**src/rtl/load_store_unit.sv**
```systemverilog
// Memory-stage load/store unit. It runs one data-memory transaction per
// instruction over a req/gnt/rvalid bus and stalls the pipeline until that
// transaction completes. It builds store byte-enables and lane data, extracts
// and extends load data, and flags misaligned or illegal accesses. A flagged
// access never reaches the bus.
module load_store_unit #(
    parameter int DATA_WIDTH = 32,
    parameter int ADDR_WIDTH = 32
) (
    input  logic                  clk_i,
    input  logic                  rst_n_i,
    input  logic                  ValidM_i,
    input  logic                  MemReadM_i,
    input  logic                  MemWriteM_i,
    input  logic [2:0]            Funct3M_i,
    input  logic [ADDR_WIDTH-1:0] ALUResultM_i,
    input  logic [DATA_WIDTH-1:0] WriteDataM_i,
    input  logic                  HoldM_i,
    input  logic                  FlushM_i,
    output logic                  dmem_req_o,
    output logic                  dmem_we_o,
    output logic [ADDR_WIDTH-1:0] dmem_addr_o,
    output logic [3:0]            dmem_be_o,
    output logic [DATA_WIDTH-1:0] dmem_wdata_o,
    input  logic                  dmem_gnt_i,
    input  logic                  dmem_rvalid_i,
    input  logic [DATA_WIDTH-1:0] dmem_rdata_i,
    output logic [DATA_WIDTH-1:0] ReadDataM_o,
    output logic                  StallM_o,
    output logic                  MemErrM_o
);

    // Funct3 access encodings.
    localparam logic [2:0] F3_B  = 3'b000;
    localparam logic [2:0] F3_H  = 3'b001;
    localparam logic [2:0] F3_BU = 3'b100;
    localparam logic [2:0] F3_HU = 3'b101;

    typedef enum logic [1:0] {
        S_IDLE   = 2'd0,
        S_WAIT_R = 2'd1,
        S_HOLD   = 2'd2
    } state_e;

    state_e                  state_q, state_d;
    logic [DATA_WIDTH-1:0]   rdata_q, rdata_d;
    logic                    discard_q, discard_d;
    logic [1:0]              off_q, off_d;
    logic [2:0]              f3_q, f3_d;

    logic                    access;
    logic                    illegal;
    logic                    misaligned;
    logic                    bad_access;
    logic                    legal_access;
    logic [DATA_WIDTH-1:0]   load_fmt;
    logic                    req;
    logic                    stall;
    logic                    err;
    logic [DATA_WIDTH-1:0]   rdata_out;

    // Extract the addressed byte or half from the read word, then sign- or zero-extend it.
    function automatic logic [DATA_WIDTH-1:0] format_load(
        input logic [DATA_WIDTH-1:0] word,
        input logic [1:0]            off,
        input logic [2:0]            f3
    );
        logic [7:0]  b;
        logic [15:0] h;
        b = word[{off, 3'b000} +: 8];
        h = off[1] ? word[31:16] : word[15:0];
        case (f3)
            F3_B:    format_load = {{24{b[7]}}, b};
            F3_BU:   format_load = {24'b0, b};
            F3_H:    format_load = {{16{h[15]}}, h};
            F3_HU:   format_load = {16'b0, h};
            default: format_load = word;
        endcase
    endfunction

    // Classify the incoming access as legal, misaligned or illegal.
    always_comb begin
        access     = ValidM_i & (MemReadM_i | MemWriteM_i) & ~FlushM_i;
        illegal    = (Funct3M_i == 3'b011) | (Funct3M_i == 3'b110) |
                     (Funct3M_i == 3'b111) | (MemWriteM_i & Funct3M_i[2]);
        misaligned = ((Funct3M_i[1:0] == 2'b10) & (ALUResultM_i[1:0] != 2'b00)) |
                     ((Funct3M_i[1:0] == 2'b01) & ALUResultM_i[0]);
        bad_access   = access & (illegal | misaligned);
        legal_access = access & ~bad_access;
    end

    // Build the store byte-enables and the lane-replicated write data. Reads enable all four lanes.
    always_comb begin
        dmem_addr_o = {ALUResultM_i[ADDR_WIDTH-1:2], 2'b00};
        case (Funct3M_i[1:0])
            2'b00: begin
                dmem_be_o    = 4'b0001 << ALUResultM_i[1:0];
                dmem_wdata_o = {4{WriteDataM_i[7:0]}};
            end
            2'b01: begin
                dmem_be_o    = ALUResultM_i[1] ? 4'b1100 : 4'b0011;
                dmem_wdata_o = {2{WriteDataM_i[15:0]}};
            end
            default: begin
                dmem_be_o    = 4'b1111;
                dmem_wdata_o = WriteDataM_i;
            end
        endcase
        if (!MemWriteM_i) begin
            dmem_be_o = 4'b1111;
        end
    end

    assign load_fmt = format_load(dmem_rdata_i, off_q, f3_q);

    // Compute the next state, the bus request and the stall and result outputs.
    always_comb begin
        // NOTE: every signal gets a default before the case so that no path
        // leaves a value unassigned, which would infer a latch.
        state_d   = state_q;
        rdata_d   = rdata_q;
        discard_d = discard_q;
        off_d     = off_q;
        f3_d      = f3_q;
        req       = 1'b0;
        stall     = 1'b0;
        err       = 1'b0;
        rdata_out = '0;

        case (state_q)
            S_IDLE: begin
                err = bad_access;
                if (legal_access) begin
                    req = 1'b1;
                    if (dmem_gnt_i) begin
                        if (MemWriteM_i) begin
                            // Store is done at grant. Park in HOLD so it is not reissued while frozen.
                            if (HoldM_i) begin
                                state_d = S_HOLD;
                            end
                        end else begin
                            stall     = 1'b1;
                            state_d   = S_WAIT_R;
                            off_d     = ALUResultM_i[1:0];
                            f3_d      = Funct3M_i;
                            discard_d = 1'b0;
                        end
                    end else begin
                        stall = 1'b1;
                    end
                end
            end

            S_WAIT_R: begin
                // The read can't be abandoned. A flush only marks its data for discard.
                if (FlushM_i) begin
                    discard_d = 1'b1;
                end
                if (dmem_rvalid_i) begin
                    discard_d = 1'b0;
                    if (discard_q | FlushM_i) begin
                        state_d = S_IDLE;
                    end else begin
                        rdata_d   = load_fmt;
                        rdata_out = load_fmt;
                        state_d   = HoldM_i ? S_HOLD : S_IDLE;
                    end
                end else begin
                    stall = 1'b1;
                end
            end

            S_HOLD: begin
                rdata_out = rdata_q;
                if (FlushM_i | ~HoldM_i) begin
                    state_d = S_IDLE;
                end
            end

            default: begin
                state_d = S_IDLE;
            end
        endcase
    end

    // While reset is asserted, force the control outputs and the load result to zero.
    always_comb begin
        dmem_req_o  = req & rst_n_i;
        dmem_we_o   = req & rst_n_i & MemWriteM_i;
        StallM_o    = stall & rst_n_i;
        MemErrM_o   = err & rst_n_i;
        ReadDataM_o = rst_n_i ? rdata_out : '0;
    end

    // State and capture registers. Reset returns to IDLE with no held data.
    always_ff @(posedge clk_i or negedge rst_n_i) begin
        if (!rst_n_i) begin
            state_q   <= S_IDLE;
            rdata_q   <= '0;
            discard_q <= 1'b0;
            off_q     <= 2'b00;
            f3_q      <= 3'b000;
        end else begin
            // NOTE: non-blocking assignments, so every flop samples its pre-edge value.
            state_q   <= state_d;
            rdata_q   <= rdata_d;
            discard_q <= discard_d;
            off_q     <= off_d;
            f3_q      <= f3_d;
        end
    end

endmodule

```
**config.mk**
```make
export PLATFORM = sky130hd
export DESIGN_NAME = load_store_unit
export DESIGN_NICKNAME = d
export VERILOG_FILES = /design/src/rtl/load_store_unit.sv
export SDC_FILE = /design/constraint.sdc
export NUM_CORES = 1
export LEC_CHECK = 0
export CORE_UTILIZATION = 40
export DETAILED_ROUTE_END_ITERATION = 8
export PLACE_DENSITY = 0.87
export REMOVE_ABC_BUFFERS = 1
export SLEW_MARGIN = 20
export SYNTH_ARGS = -nofsm -noshare
export SYNTH_HDL_FRONTEND = slang
export SYNTH_SLANG_ARGS = --single-unit
export TNS_END_PERCENT = 5
```
**constraint.sdc**
```tcl
create_clock -name clk_i -period 6.6 [get_ports clk_i]
set_input_delay 1.98 -clock clk_i [delete_from_list [all_inputs] [get_ports clk_i]]
set_output_delay 1.98 -clock clk_i [all_outputs]
set_load 0.02 [all_outputs]
```
# ---- Word level (Yosys, flattened, before mapping)
# Cells that the tools add are included.
dict set report totals {
  output_inout_bits 104
  elab_cells 90
  reg_bits 40
  in_bits 108
}
dict set report op_classes {
  muxes 33
  shift 2
  n_eq_ne 17
  n_reduce_logical 9
  bitwise_logic 24
}
# op n
set ops {}
lappend ops {{$pmux W32 S2} 2}
lappend ops {{$pmux W32 S4} 1}
lappend ops {{$mux W32} 3}
lappend ops {{$shiftx A32 B6 Y8} 1}
lappend ops {{$mux W16} 1}
lappend ops {{$mux W2} 8}
lappend ops {{$eq A3 B3 Y1 const B} 4}
lappend ops {{$mux W1} 12}
lappend ops {{$and A1 B1 Y1} 11}
lappend ops {{$ne A2 B2 Y1 const B} 5}
lappend ops {{$reduce_and A5 Y1} 2}
lappend ops {{$mux W4} 2}
lappend ops {{$or A1 B1 Y1} 8}
lappend ops {{$pmux W4 S2} 1}
lappend ops {{$ne A3 B3 Y1 const B} 2}
lappend ops {{$pmux W2 S3} 1}
lappend ops {{$not A1 Y1} 5}
lappend ops {{$eq A2 B1 Y1 const B} 2}
lappend ops {{$eq A2 B2 Y1 const B} 2}
lappend ops {{$logic_not A2 Y1} 2}
lappend ops {{$pmux W1 S2} 2}
lappend ops {{$reduce_and A4 Y1} 1}
lappend ops {{$reduce_bool A2 Y1} 2}
lappend ops {{$shl A1 B2 Y4 const A} 1}
lappend ops {{4 further kinds} 4}

# ---- Logic depth before layout (Yosys ltp)
dict set report depth {
  depth_word 12
  mapped_depth 9
  ltp_nobuf 6
}

# ---- Least setup slack after synthesis
# Ideal clock, no wire load.
dict set report synth_path {
  kind {input-to-output}
  start {input Funct3M_i[1]}
  end {output StallM_o}
  arrival_ns 3.509
  t_required_ns 4.620
  path_slack_ns 1.111
  n_path_buf 1
  stages 5
  path_cell_list {buf_2 > a221oi_1 > nor2_1 > a2111o_1 > a21boi_0}
}
dict set report synth_between {
  elab_chain_len 11
  elab_cells_between_ends 18
  classes_between {eq/ne: 5; mux: 2; bitwise: 11}
}
# item line
set synth_lines {}
lappend synth_lines {{from (decl)} 15} ;# input logic [2:0] Funct3M_i,
lappend synth_lines {{$eq A3 B2 Y1 or $eq A3 B3 Y1 (tied branches)} 84} ;# illegal = (Funct3M_i == 3'b011) | (Funct3M_i == 3'b110) |
lappend synth_lines {{$or A1 B1 Y1 (2 in series)} 84}
lappend synth_lines {{$or A1 B1 Y1} 85} ;# (Funct3M_i == 3'b111) | (MemWriteM_i & Funct3M_i[2]);
lappend synth_lines {{$or A1 B1 Y1 *} 88} ;# bad_access = access & (illegal | misaligned);
lappend synth_lines {{$and A1 B1 Y1 *} 88}
lappend synth_lines {{$not A1 Y1 *} 89} ;# legal_access = access & ~bad_access;
lappend synth_lines {{$and A1 B1 Y1 *} 89}
lappend synth_lines {{$mux W1 *} 133} ;# if (legal_access) begin
lappend synth_lines {{$pmux W1 S2 *} 130} ;# case (state_q)
lappend synth_lines {{$and A1 B1 Y1 *} 190} ;# StallM_o = stall & rst_n_i;
lappend synth_lines {{to (decl)} 29} ;# output logic StallM_o,
# Every way passes the cells marked *; elsewhere a longest branch is shown, timed or not.

# ---- Worst setup path after layout
dict set report layout_path {
  start {input dmem_rdata_i[23]}
  end {output ReadDataM_o[11]}
}
dict set report layout_between {
  elab_chain_len 6
}
# item line
set layout_lines {}
lappend layout_lines {{from (decl)} 27} ;# input logic [DATA_WIDTH-1:0] dmem_rdata_i,
lappend layout_lines {{$shiftx A32 B6 Y8} 70} ;# b = word[{off, 3'b000} +: 8];
lappend layout_lines {{$pmux W32 S4} 72} ;# case (f3)
lappend layout_lines {{$mux W32} 161} ;# if (discard_q | FlushM_i) begin
lappend layout_lines {{$mux W32} 159} ;# if (dmem_rvalid_i) begin
lappend layout_lines {{$pmux W32 S2} 130}
lappend layout_lines {{$mux W32} 192} ;# ReadDataM_o = rst_n_i ? rdata_out : '0;
lappend layout_lines {{to (decl)} 28} ;# output logic [DATA_WIDTH-1:0] ReadDataM_o,
# No other way between the ends.

==> metrics.txt <==
outcome=finished, final reports clean; initial antenna violation count=0; pin count of the biggest net entering global routing=32; Hold Buf Count CTS=0; Post CTS Setup Buffer Count=0; top cell type's share of synthesized area=30.19%; fin. max-slew vios=0; Worst Setup Start Kind=primary input; Final setup viols=0; Avg Inst Size Synth=8.703 sq um; Critical Path RT=4.62 ns; max_cap viols=0; Top Family by Delay on Critical Path=buffers and inverters; routed len/inst=18.87 um; # fillers=672; gr ovfl total=0; ant diodes=0; Worst Hold Path EP=rdata_q[1]$_DFFE_PN0P_; Port Buf Inserts=149; CP max stage delay=0.55 ns; maximum achievable frequency=155.5 MHz; row cnt=32; clock skew=0.006322 ns; FF-to-FF setup slack=4.01 ns; buffer and inverter count on the worst path=2; area occupied by multi-input gates=0.001866 sq mm; number of enable flip-flop cells after synthesis=0; clock root buffer=clkbuf_8; most frequent cells in the layout=clkdlybuf4s50_1 (148), nand2_1 (68), dfrtp_1 (40); setup_tns=0 ns; core box area=0.007888 sq mm; Seq/Total Area, Yosys=30.19%; register area=0.001001 sq mm; Comb pwr share=44.9%; switch share=40.20%; synth warn=0; RSZ-0062 raised after global routing=no; share of post-route cells with drive strength above 1=11.32%; Yosys reg bits=40; Iteration-0 DRC Markers=201; 1st-pass router iterations=5; leading cell type in the layout, fill and taps excluded=clkdlybuf4s50_1; Power Density=242.9 mW/mm^2; Leak=0.001928 uW; worst-margin pin slew=1.014 ns; Layout Nets=596; Mapped Area=0.003316 sq mm; area grow syn2layout=42.57%; crit end category=primary output; clock power share=18.0%; Inserted Clock Buffers=5; ranking of synthesized cells by area=dfrtp_1 (30%), mux2_2 (9.8%), buf_4 (9.1%); top_reg_cell synth=dfrtp_1; Synth cell types=46; clock slew at reported path FFs=0.08 ns; gpl congestion=0.8601; Worst Path Arrival=4.45 ns; GRT Resource Usage Total=26.12%; Die W=93.05 um; r2r endpoint=rdata_q[11]$_DFFE_PN0P_; TritonCTS clock tree=built; WP depth=6; vias in the first global route=3338; Psw=461.5 uW; Die Height=93.05 um; vias per inst=5.609; worst skew pair latency=0.30 ns; slowest CP cell=a21oi_1; fin crit share=97.47%; die area=0.008657 sq mm; hold path startpoint=rdata_q[1]$_DFFE_PN0P_; I/O pins=212; Max clock buf depth=2; reg-to-reg startpoint=off_q[1]$_DFFE_PN0P_; IR drop worst, VDD=0.00009720 V; Tmin final=6.433 ns; post-CTS resize count=0; Detail Route Antenna Nets=0; drc violations=0; Post-Syn Instances=381; post-DP HPWL=8596 um; Worst R2R Path Depth=4; Fin. Hold Viols=0; hold_ws=0.4855 ns; hold crit path type=reg -> reg; hold depth=2; WL final=11090 um; CTS Sinks=40; Internal=686.5 uW; WS Path Type=in -> out; CP Max Fanout=7; Reg power frac=37.0%; CP Cell Sequence=clkdlybuf4s50_1, mux4_2, a21oi_1, a221o_1, a21oi_1, clkdlybuf4s50_1; wire length of the first global-routing pass=17580 um; initial core utilization=42.04%; async set-reset flop share out of synthesis=100.0%; final core occ=59.93%; H-tree lvl count=2; Rel. slew slack=32.38%; Yosys top cell by area=dfrtp_1; via count=3298
## tightest hold or removal path: cells and delay by family, from the launching register on
kind / cells / cell delay, ns
DFF: 1 / 0.35
and+or+nand+nor: 2 / 0.11
## state kept, by name (all words and copies together), names as in the netlist
register   count
off_q          2
f3_q           3
discard_q      1
state_q        2
rdata_q       32
## Yosys cell counts (all sizes together), types with 2 or more instances
| cell | number |
|---|---|
| nand2 | 68 |
| buf | 47 |
| dfrtp | 40 |
| a22o | 33 |
| mux2 | 29 |
| a21oi | 20 |
| nand2b | 17 |
| clkbuf | 16 |
| mux2i | 15 |
| inv | 14 |
| o21ai | 14 |
| o22ai | 8 |
| a211o | 7 |
| a221o | 7 |
| nor2 | 7 |
| nor2b | 5 |
| ha | 3 |
| a211oi | 2 |
| a221oi | 2 |
| and2 | 2 |
| nor3 | 2 |
| nor4 | 2 |
| o2111ai | 2 |
| o21a | 2 |
## through the flow
| step | instance area, sq um | total power, uW | setup slack [ns] | std cells |
|---|---|---|---|---|
| after floorplan | 2915 | 718.8 | 0.4914 | 319 |
| after global placement | 4604 | 919.6 | 0.1601 | 580 |
| after detailed placement | 4604 | 937.0 | 0.1991 | 580 |
| after CTS | 4720 | 1145 | 0.1810 | 588 |
| after global routing | 4727 | 1221 | 0.07781 | 588 |
| final | 4727 | 1148 | 0.1673 | 588 |
## power by group through the flow
stage / logic [uW] / registers, uW / clock network [uW]
final: 516 / 425 / 207
after global routing: 561 / 439 / 222
after CTS: 511 / 423 / 210
after detailed placement: 510 / 427 / 0
after global placement: 498 / 422 / 0
after floorplan: 320 / 399 / 0
## worst max path at each step
stage	start	to	slack [ns]
2_1_floorplan	FlushM_i	ReadDataM_o[30]	0.49
3_3_place_gp	dmem_rdata_i[31]	ReadDataM_o[11]	0.16
3_5_place_dp	dmem_rdata_i[15]	ReadDataM_o[11]	0.20
4_1_cts	dmem_rdata_i[15]	ReadDataM_o[11]	0.18
5_1_grt	dmem_rdata_i[23]	ReadDataM_o[14]	0.08
6_report	dmem_rdata_i[23]	ReadDataM_o[11]	0.17
## cell type report
cell class | instances | area share (%)
multi-input combinational | 264 | 39.47
timing repair buffer | 159 | 33.03
sequential | 40 | 21.18
tap | 102 | 2.700
clock buffer | 5 | 1.456
inverter | 15 | 1.191
clock inverter | 3 | 0.9794
## per-layer routing
layer,global-route usage (%),share of wire (%)
met1,32.75,41
met2,41.42,47
met3,10.65,11
met4,6.026,1.1
met5,5.128,0.47
## cells by family after synthesis
family / synth area share (%)
AND/OR/NAND/NOR: 15.25
AO/OA/AOI/OAI: 24.38
buffers and inverters: 13.89
multiplexers: 15.06
flip-flops: 30.19
adder cells (fa/ha/maj): 1.132
other: 0.1131
No activity file was read; power rests on OpenSTA's default activity.
